**config.mk**
```make
export PLATFORM = sky130hd
export DESIGN_NAME = multicycle_control_flat
export DESIGN_NICKNAME = d
export VERILOG_FILES = /design/src/rtl/multicycle_control_if.sv /design/src/rtl/multicycle_control.sv /design/src/flat_wrapper.sv
export SDC_FILE = /design/constraint.sdc
export NUM_CORES = 1
export LEC_CHECK = 0
export CAP_MARGIN = 15
export CORE_MARGIN = 2
export CORE_UTILIZATION = 39
export DETAILED_ROUTE_END_ITERATION = 10
export PLACE_DENSITY_LB_ADDON = 0.12
export SETUP_SLACK_MARGIN = 0.4
export SLEW_MARGIN = 20
export SYNTH_ARGS = -nofsm -noshare
export SYNTH_HDL_FRONTEND = slang
export SYNTH_SLANG_ARGS = --single-unit
```
**constraint.sdc**
```tcl
create_clock -name clk -period 1.6 [get_ports clk]
set_input_delay 0.32 -clock clk [delete_from_list [all_inputs] [get_ports clk]]
set_output_delay 0.32 -clock clk [all_outputs]
set_load 0.1 [all_outputs]
```
**src/rtl/multicycle_control_if.sv**
```systemverilog
// Unified-memory handshake between the multicycle control FSM and memory.
// Ports: mem_read/mem_write/i_or_d (request side), mem_ready (completion).
interface multicycle_control_if;
    logic mem_read;
    logic mem_write;
    logic i_or_d;
    logic mem_ready;

    modport master (
        output mem_read,
        output mem_write,
        output i_or_d,
        input  mem_ready
    );

    modport slave (
        input  mem_read,
        input  mem_write,
        input  i_or_d,
        output mem_ready
    );
endinterface

```
**src/rtl/multicycle_control.sv**
```systemverilog
// Multicycle MIPS control FSM (R-type, ADDI, LW, SW, BEQ, J) for a
// shared-ALU/shared-memory datapath with a variable-latency memory.
// Ports: clk, rst (sync, active high), opcode (IR[31:26]), mem (handshake
// interface), datapath controls, illegal/mem_err pulses, state (debug).
// Optional MULTICYCLE_PERF_CNT_EN adds cycle_cnt and instr_cnt outputs.
module multicycle_control #(
    parameter int unsigned MEM_TIMEOUT = 16
) (
    input  logic                 clk,
    input  logic                 rst,
    input  logic [5:0]           opcode,
    multicycle_control_if.master mem,
    output logic                 pc_write,
    output logic                 pc_write_cond,
    output logic                 ir_write,
    output logic                 reg_dst,
    output logic                 mem_2_reg,
    output logic                 reg_write,
    output logic                 alu_src_a,
    output logic [1:0]           alu_src_b,
    output logic [1:0]           alu_op,
    output logic [1:0]           pc_source,
    output logic                 illegal,
    output logic                 mem_err,
    output logic [3:0]           state
`ifdef MULTICYCLE_PERF_CNT_EN
    ,
    output logic [31:0]          cycle_cnt,
    output logic [31:0]          instr_cnt
`endif
);

    typedef enum logic [3:0] {
        S_FETCH     = 4'd0,
        S_DECODE    = 4'd1,
        S_MEM_ADDR  = 4'd2,
        S_MEM_READ  = 4'd3,
        S_MEM_WB    = 4'd4,
        S_MEM_WRITE = 4'd5,
        S_EXECUTE   = 4'd6,
        S_R_WB      = 4'd7,
        S_BRANCH    = 4'd8,
        S_JUMP      = 4'd9,
        S_ADDI_EX   = 4'd10,
        S_ADDI_WB   = 4'd11
    } state_e;

    localparam logic [5:0] OP_R    = 6'h00;
    localparam logic [5:0] OP_ADDI = 6'h08;
    localparam logic [5:0] OP_LW   = 6'h23;
    localparam logic [5:0] OP_SW   = 6'h2B;
    localparam logic [5:0] OP_BEQ  = 6'h04;
    localparam logic [5:0] OP_J    = 6'h02;

    state_e     state_q, state_d;
    logic [7:0] wcnt_q, wcnt_d;
    logic       in_mem;
    logic       timeout;
    logic       ready;

    assign in_mem  = (state_q == S_FETCH) || (state_q == S_MEM_READ) ||
                     (state_q == S_MEM_WRITE);
    // Once the wait budget is spent the request is dropped, so a late
    // mem_ready in that same cycle must not complete the access.
    assign timeout = in_mem && (wcnt_q >= 8'(MEM_TIMEOUT));
    assign ready   = in_mem && !timeout && mem.mem_ready;

    always_comb begin
        state_d = S_FETCH;
        case (state_q)
            S_FETCH:     state_d = ready ? S_DECODE : S_FETCH;
            S_DECODE: begin
                case (opcode)
                    OP_R:         state_d = S_EXECUTE;
                    OP_ADDI:      state_d = S_ADDI_EX;
                    OP_LW, OP_SW: state_d = S_MEM_ADDR;
                    OP_BEQ:       state_d = S_BRANCH;
                    OP_J:         state_d = S_JUMP;
                    default:      state_d = S_FETCH;
                endcase
            end
            S_MEM_ADDR:  state_d = (opcode == OP_LW) ? S_MEM_READ : S_MEM_WRITE;
            S_MEM_READ:  state_d = timeout ? S_FETCH :
                                   ready ? S_MEM_WB : S_MEM_READ;
            S_MEM_WRITE: state_d = (timeout || ready) ? S_FETCH : S_MEM_WRITE;
            S_EXECUTE:   state_d = S_R_WB;
            S_ADDI_EX:   state_d = S_ADDI_WB;
            default:     state_d = S_FETCH;
        endcase
    end

    // Counter only survives while a memory state waits on itself; any
    // entry (including a FETCH retry after timeout) starts from zero.
    assign wcnt_d = (in_mem && !timeout && !ready) ? wcnt_q + 8'd1 : 8'd0;

`ifdef MULTICYCLE_PERF_CNT_EN
    logic retire;
    logic [31:0] cyc_q, ins_q;

    assign retire = (state_q == S_MEM_WB) || (state_q == S_R_WB) ||
                    (state_q == S_ADDI_WB) || (state_q == S_BRANCH) ||
                    (state_q == S_JUMP) ||
                    ((state_q == S_MEM_WRITE) && ready);
    assign cycle_cnt = rst ? 32'd0 : cyc_q;
    assign instr_cnt = rst ? 32'd0 : ins_q;
`endif

    always_ff @(posedge clk) begin
        if (rst) begin
            state_q <= S_FETCH;
            wcnt_q  <= 8'd0;
`ifdef MULTICYCLE_PERF_CNT_EN
            cyc_q   <= 32'd0;
            ins_q   <= 32'd0;
`endif
        end else begin
            state_q <= state_d;
            wcnt_q  <= wcnt_d;
`ifdef MULTICYCLE_PERF_CNT_EN
            cyc_q   <= cyc_q + 32'd1;
            if (retire)
                ins_q <= ins_q + 32'd1;
`endif
        end
    end

    always_comb begin
        pc_write      = 1'b0;
        pc_write_cond = 1'b0;
        mem.i_or_d    = 1'b0;
        mem.mem_read  = 1'b0;
        mem.mem_write = 1'b0;
        ir_write      = 1'b0;
        reg_dst       = 1'b0;
        mem_2_reg     = 1'b0;
        reg_write     = 1'b0;
        alu_src_a     = 1'b0;
        alu_src_b     = 2'b00;
        alu_op        = 2'b00;
        pc_source     = 2'b00;
        illegal       = 1'b0;
        mem_err       = 1'b0;
        state         = rst ? 4'd0 : state_q;
        if (!rst) begin
            if (timeout) begin
                mem_err = 1'b1;
            end else begin
                case (state_q)
                    S_FETCH: begin
                        mem.mem_read = 1'b1;
                        alu_src_b    = 2'b01;
                        ir_write     = mem.mem_ready;
                        pc_write     = mem.mem_ready;
                    end
                    S_DECODE: begin
                        alu_src_b = 2'b11;
                        illegal   = (state_d == S_FETCH);
                    end
                    S_MEM_ADDR: begin
                        alu_src_a = 1'b1;
                        alu_src_b = 2'b10;
                    end
                    S_MEM_READ: begin
                        mem.mem_read = 1'b1;
                        mem.i_or_d   = 1'b1;
                    end
                    S_MEM_WB: begin
                        reg_write = 1'b1;
                        mem_2_reg = 1'b1;
                    end
                    S_MEM_WRITE: begin
                        mem.mem_write = 1'b1;
                        mem.i_or_d    = 1'b1;
                    end
                    S_EXECUTE: begin
                        alu_src_a = 1'b1;
                        alu_op    = 2'b10;
                    end
                    S_R_WB: begin
                        reg_write = 1'b1;
                        reg_dst   = 1'b1;
                    end
                    S_BRANCH: begin
                        alu_src_a     = 1'b1;
                        alu_op        = 2'b01;
                        pc_write_cond = 1'b1;
                        pc_source     = 2'b01;
                    end
                    S_JUMP: begin
                        pc_write  = 1'b1;
                        pc_source = 2'b10;
                    end
                    S_ADDI_EX: begin
                        alu_src_a = 1'b1;
                        alu_src_b = 2'b10;
                    end
                    S_ADDI_WB: reg_write = 1'b1;
                    default: ;
                endcase
            end
        end
    end

endmodule

```
**src/flat_wrapper.sv**
```systemverilog
// flat-port wrapper written by rule: the top's interface ports become plain ports
module multicycle_control_flat 
#(
    parameter int unsigned MEM_TIMEOUT = 16
)
  (clk, rst, opcode, pc_write, pc_write_cond, ir_write, reg_dst, mem_2_reg, reg_write, alu_src_a, alu_src_b, alu_op, pc_source, illegal, mem_err, state, mem_mem_read, mem_mem_write, mem_i_or_d, mem_mem_ready);
  multicycle_control_if mem_i ();
  input  logic clk;
  input  logic rst;
  input  logic [5:0] opcode;
  output logic pc_write;
  output logic pc_write_cond;
  output logic ir_write;
  output logic reg_dst;
  output logic mem_2_reg;
  output logic reg_write;
  output logic alu_src_a;
  output logic [1:0] alu_src_b;
  output logic [1:0] alu_op;
  output logic [1:0] pc_source;
  output logic illegal;
  output logic mem_err;
  output logic [3:0] state;
  output wire logic [$bits(mem_i.mem_read)-1:0] mem_mem_read;
  output wire logic [$bits(mem_i.mem_write)-1:0] mem_mem_write;
  output wire logic [$bits(mem_i.i_or_d)-1:0] mem_i_or_d;
  input wire logic [$bits(mem_i.mem_ready)-1:0] mem_mem_ready;
  assign mem_mem_read = mem_i.mem_read;
  assign mem_mem_write = mem_i.mem_write;
  assign mem_i_or_d = mem_i.i_or_d;
  assign mem_i.mem_ready = mem_mem_ready;
  multicycle_control #(.MEM_TIMEOUT(MEM_TIMEOUT)) u_core (.clk(clk), .rst(rst), .opcode(opcode), .mem(mem_i), .pc_write(pc_write), .pc_write_cond(pc_write_cond), .ir_write(ir_write), .reg_dst(reg_dst), .mem_2_reg(mem_2_reg), .reg_write(reg_write), .alu_src_a(alu_src_a), .alu_src_b(alu_src_b), .alu_op(alu_op), .pc_source(pc_source), .illegal(illegal), .mem_err(mem_err), .state(state));
endmodule
```
==> results by group, run 1 <==
Place
  – Last weighted congestion value of the routability-driven placer: 0.915
  – Post-detailed-placement half-perimeter wirelength: 2680 microns
  – Instance count after placement with tap cells included: 192
  – Quantity of I/O buffers inserted on ports: 30
  – Instance area at placement: 0.00183 sq mm

Logic synthesis
  – Post-synth cell types: 41
  – Number of synthesized register bits: 12
  – Post-Syn Area: 858 sq um
  – Yosys warns: 0
  – Share of the yosys chip area belonging to registers: 0.280
  – Cell count after synthesis: 115
  – Syn_area_per_cell: 7.46 sq um

CTS
  – Htree depth: 1
  – Number of hold buffers added after cts: 0
  – Setup Fix Bufs, Post-CTS: 30
  – Total of cells resized after clock tree synthesis: 60
  – Root buf cell: sky130_fd_sc_hd__clkbuf_4
  – Total CTS buffers: 3
  – Total number of clock tree sinks: 12
  – Buffer levels on the longest clock path: 2

Die
  – Placement Rows: 16
  – Die Width: 50.9 microns
  – Ports placed on the boundary: 31
  – Die outline height: 50.9 microns
  – Starting utilization of the core area: 0.425

Status
  – Run status: aborted with a tool error
  – Error: [ERROR DPL-0038] Utilization greater than 100%, impossible to legalize
  – Halt point of the flow: clock tree synthesis
==> metrics by stage <==
step / worst slack [ns] / utilization
2_1_floorplan: -0.650 / -
3_3_place_gp: -0.561 / 0.903
3_5_place_dp: -0.595 / 0.903
==> cells by family after synthesis <==
group / count (synthesis) / synth area share
AOI/OAI and AO/OA: 18 / 0.131
xor gates and xnor gates: 6 / 0.0612
adders and majority gates: 2 / 0.0291
buffers and inverters: 12 / 0.0714
DFF: 12 / 0.280
other: 1 / 0.00437
and+or+nand+nor: 64 / 0.423
==> synthesized netlist by cell type <==
cell                        instances  share of area
sky130_fd_sc_hd__nor2_1            21          0.092
sky130_fd_sc_hd__dfxtp_1           12           0.28
sky130_fd_sc_hd__nor3_1             7          0.041
sky130_fd_sc_hd__a21oi_1            6          0.035
sky130_fd_sc_hd__nand2b_1           6          0.044
sky130_fd_sc_hd__nand3_1            5          0.029
sky130_fd_sc_hd__clkbuf_1           4          0.017
sky130_fd_sc_hd__inv_1              4          0.017
sky130_fd_sc_hd__nor2b_1            4          0.029
sky130_fd_sc_hd__nand2_1            3          0.013
sky130_fd_sc_hd__o21ai_1            3          0.017
sky130_fd_sc_hd__or3_1              3          0.022
sky130_fd_sc_hd__xnor2_1            3          0.031
sky130_fd_sc_hd__xor2_1             3          0.031
sky130_fd_sc_hd__and3_1             2          0.015
sky130_fd_sc_hd__buf_4              2          0.017
sky130_fd_sc_hd__ha_1               2          0.029
sky130_fd_sc_hd__nor4_1             2          0.015
sky130_fd_sc_hd__a211oi_1           1         0.0087
sky130_fd_sc_hd__a2bb2oi_1          1          0.010
sky130_fd_sc_hd__a31oi_1            1         0.0073
sky130_fd_sc_hd__a41oi_1            1          0.010
sky130_fd_sc_hd__and4_1             1          0.010
sky130_fd_sc_hd__and4b_1            1          0.012
sky130_fd_sc_hd__buf_2              1         0.0058
sky130_fd_sc_hd__buf_6              1          0.013
sky130_fd_sc_hd__conb_1             1         0.0044
sky130_fd_sc_hd__nand3b_1           1         0.0087
sky130_fd_sc_hd__nand4b_1           1          0.010
sky130_fd_sc_hd__nor3_2             1          0.012
sky130_fd_sc_hd__nor3_4             1          0.019
sky130_fd_sc_hd__nor3b_1            1         0.0087
sky130_fd_sc_hd__nor4b_1            1          0.010
sky130_fd_sc_hd__o21ai_0            1         0.0058
sky130_fd_sc_hd__o21bai_1           1         0.0087
sky130_fd_sc_hd__o22a_1             1          0.010
sky130_fd_sc_hd__o22ai_1            1         0.0073
sky130_fd_sc_hd__o32ai_1            1          0.010
sky130_fd_sc_hd__or4_1              1         0.0087
sky130_fd_sc_hd__or4_4              1          0.013
sky130_fd_sc_hd__or4b_1             1          0.012
==> run 2, diff against run 1 <==
--- a/config.mk
+++ b/config.mk
@@ -6,11 +6,10 @@
 export NUM_CORES = 1
 export LEC_CHECK = 0
 export CAP_MARGIN = 15
-export CORE_MARGIN = 2
-export CORE_UTILIZATION = 39
+export CORE_AREA = 2 2 63 65
 export DETAILED_ROUTE_END_ITERATION = 10
-export PLACE_DENSITY_LB_ADDON = 0.12
-export SETUP_SLACK_MARGIN = 0.4
+export DIE_AREA = 0 0 65 67
+export PLACE_DENSITY_LB_ADDON = 0.15
 export SLEW_MARGIN = 20
 export SYNTH_ARGS = -nofsm -noshare
 export SYNTH_HDL_FRONTEND = slang
==> constraint.sdc (replaced) <==
create_clock -name clk -period 2.1 [get_ports clk]
set_input_delay 0.42 -clock clk [delete_from_list [all_inputs] [get_ports clk]]
set_output_delay 0.42 -clock clk [all_outputs]
set_load 0.1 [all_outputs]
==> run 2 against run 1 <==
  * The flow now finishes without violations
  * Synthesized area stayed put
  * Synthesized cell count stayed put
==> results by group, run 2 <==
Global route
  – Gr usage total: 0.132
  – Pin count of the biggest net entering global routing: 17
  – Final global-route overflow total: 0
  – Via count of the first global-routing pass: 1005
  – Global-route wire length before repair: 4410 microns
  – Antenna violations before repair: 0

Timing
  – Worst Skew: 0.00413 ns
  – RSZ-0062 raised after global routing: yes
  – Final setup violating endpoints: 0
  – Final period util: 0.993
  – Total count of max-transition violations in the final report: 0
  – Hold Vio Cnt, Final: 0
  – Period minus WS final: 2.09 ns
  – Worst hold slack: 0.458 ns
  – Achievable frequency: 480 MHz

Final layout
  – Top flop regs: u_core.wcnt_q x8, u_core.state_q x4
  – Count of antenna diodes in the layout: 0
  – Top library cells by usage in the layout, fill and taps aside: sky130_fd_sc_hd__buf_4, sky130_fd_sc_hd__buf_12, sky130_fd_sc_hd__nor2_1
  – Fin area: 0.00186 sq mm
  – Final std cells w/o fill: 214
  – Area used by multi-input combinational logic: 790 sq um
  – Commonest non-fill, non-tap cell in the layout: sky130_fd_sc_hd__buf_4
  – Filler cell count in the final layout: 334
  – Number of flip-flops under the largest register name: 8
  – Share of post-route cells with drive strength above 1: 0.536
  – Synthesis-to-finish area growth: 116%
  – Net count, final: 179
  – Area taken by flip-flops and latches: 248 sq um
  – Biggest register: u_core.wcnt_q

CTS
  – TritonCTS clock tree: built
  – Number of hold buffers added after cts: 0 (unchanged)
  – Total CTS buffers: 3 (unchanged)
  – Htree depth: 1 (unchanged)
  – Clk pin slew, worst setup/hold paths: 0.05 ns
  – Total number of clock tree sinks: 12 (unchanged)
  – Clock latency on the worst-skew pair: 0.23 ns
  – Root buf cell: sky130_fd_sc_hd__clkbuf_8
  – Buffer levels on the longest clock path: 2 (unchanged)

Logic synthesis
  – Number of synthesized register bits: 12 (unchanged)
  – Prevailing post-synth register cell: sky130_fd_sc_hd__dfxtp_1
  – Cell with the most instances after synthesis: sky130_fd_sc_hd__nor2_1
  – Share of Yosys cell area claimed by the top area cell type: 0.280 (unchanged)
  – Area contributors post-synth: sky130_fd_sc_hd__dfxtp_1, sky130_fd_sc_hd__nor2_1, sky130_fd_sc_hd__nand2b_1, sky130_fd_sc_hd__nor3_1, sky130_fd_sc_hd__a21oi_1
  – Post-synthesis cell type with the largest combined area: sky130_fd_sc_hd__dfxtp_1
  – Post-synth EDFFs: 0 (unchanged)
  – Proportion of synthesized flip-flops having asynchronous set or reset: 0 (unchanged)
  – Syn_area_per_cell: 7.46 sq um (unchanged)
  – Post-synth cell types: 41 (unchanged)
  – Share of the yosys chip area belonging to registers: 0.280 (unchanged)
  – Yosys warns: 0 (unchanged)
  – Post-Syn Area: 858 sq um (unchanged)
  – Cell count after synthesis: 115 (unchanged)
  – Most frequent cells after synthesis: sky130_fd_sc_hd__nor2_1, sky130_fd_sc_hd__dfxtp_1, sky130_fd_sc_hd__nor3_1

Power
  – Lkg Pwr: 0.705 nW
  – IR Drop Worst-Case VDD: 460 uV
  – Total power per unit cell area: 305 mW/mm^2
  – Overall Power: 0.000566 W

Die
  – Die outline height: 67 microns (+32%)
  – Die area: 0.00436 sq mm
  – Ports placed on the boundary: 31 (unchanged)
  – Starting utilization of the core area: 0.238 (-0.186)
  – Die Width: 65 microns (+28%)
  – Placement Rows: 22 (+6)
  – Core region area: 0.00361 sq mm

Place
  – Quantity of I/O buffers inserted on ports: 30 (unchanged)
  – Last weighted congestion value of the routability-driven placer: 0.833 (-8.9%)
  – Post-detailed-placement half-perimeter wirelength: 2100 microns (-22%)
  – Instance area at placement: 0.00174 sq mm (-4.6%)
  – Instance count after placement with tap cells included: 208 (+8.3%)

Drt
  – Pre-Repair DR Iteration Count: 4
  – Antenna violation net count after detailed routing: 0
  – Via/cell ratio: 4.64
  – Total wirelength of the detailed-routed design: 2710 microns
  – Routed wire per std cell: 12.7 microns
  – First DRT Iteration DRCs: 52
  – Vias after detailed routing: 994
  – Residual DRC: 0

Run
  – Max-capacitance violation count: 0

Worst setup path
  – Critical path data required time: 1.68 ns
  – Worst-path fanout max: 2
  – Kind of end point of the critical path: output port
  – Nature of the critical path startpoint: register
  – Data arrival time of the critical path: 1.67 ns
  – Number of cells traversed by the worst register-to-register path: 7
  – Category of the most critical setup path: register to output port
  – Worst R2R End: u_core.state_q[3]
  – Launch instance of the worst register-to-register path: u_core.state_q[2]
  – Setup slack on the worst flop-to-flop path: 0.51 ns

Status
  – Run status: completed

Hold path
  – Number of cells on the worst hold path: 1
  – Critical hold path startpoint: u_core.wcnt_q[0]
  – Worst-case hold path end point: u_core.wcnt_q[0]
  – Min-Delay Path Class: register to register
run 2: cell counts after synthesis:
Identical to the previous run, type by type.
run 2: through the flow:
stage	util	setup slack, ns	TNS (ns)
final	0.515	0.0147	0
after global routing	0.515	-0.0242	-0.0242
after CTS	0.504	-0.127	-0.127
after detailed placement	0.483	-0.345	-1.64
after global placement	0.483	-0.312	-1.34
after floorplan	-	-0.273	-0.604
run 2: cell type report:
type	instances	share of cell area
multi-input cells	93	0.425
repair buffers	54	0.379
flip-flops and latches	12	0.133
clock buffers	3	0.0222
well taps	48	0.0323
inverters	4	0.00809
run 2: where the power goes:
group,internal (W),switching (W)
sequential,0.000231,0.00000466
clock,0.000125,0.0000705
combinational,0.0000575,0.0000768
run 2: cells by family (layout without fill, tap and decap cells):
family / count (synthesis) / count (layout) / synth area share
compound gates: 18 / 18 / 0.131
xor+xnor: 6 / 6 / 0.0612
flops: 12 / 12 / 0.280
simple gates: 64 / 64 / 0.423
other cells: 1 / 3 / 0.00437
buf+inv: 12 / 61 / 0.0714
fa+ha+maj: 2 / 2 / 0.0291
run 2: critical path, stage by stage (launching register included):
cell                      delay [ns]
sky130_fd_sc_hd__dfxtp_2        0.31
sky130_fd_sc_hd__or4_4          0.54
sky130_fd_sc_hd__nor3_4         0.15
sky130_fd_sc_hd__a21oi_2        0.08
sky130_fd_sc_hd__and3_4         0.19
sky130_fd_sc_hd__buf_12         0.16
run 2: what timing repair did:
action / CTS / global route
pin swaps: 4 / 4
buffers inserted: 1 / 2
resized for setup: 12 / 10
endpoints found under the setup margin: 14 / 7
run 2: how the worst max path moves through the flow:
stage                            startpoint       endpoint  slack, ns  cells after the start
final                     u_core.state_q[2]        illegal       0.01                      5
after global routing      u_core.state_q[2]        illegal      -0.02                      5
after CTS                         opcode[1]        illegal      -0.13                      6
after detailed placement          opcode[0]        illegal      -0.35                      6
after global placement            opcode[0]        illegal      -0.31                      6
after floorplan                         rst  mem_mem_write      -0.27                      3
run 2: layer usage:
layer,up-vias,global-route usage,wire (microns)
met5,-,0,0
met4,0,0.0585,22
met3,2,0.0321,189
met2,39,0.231,1370
met1,451,0.152,1130
li1,502,-,-
Note: power is estimated with default switching activity, not from simulation.
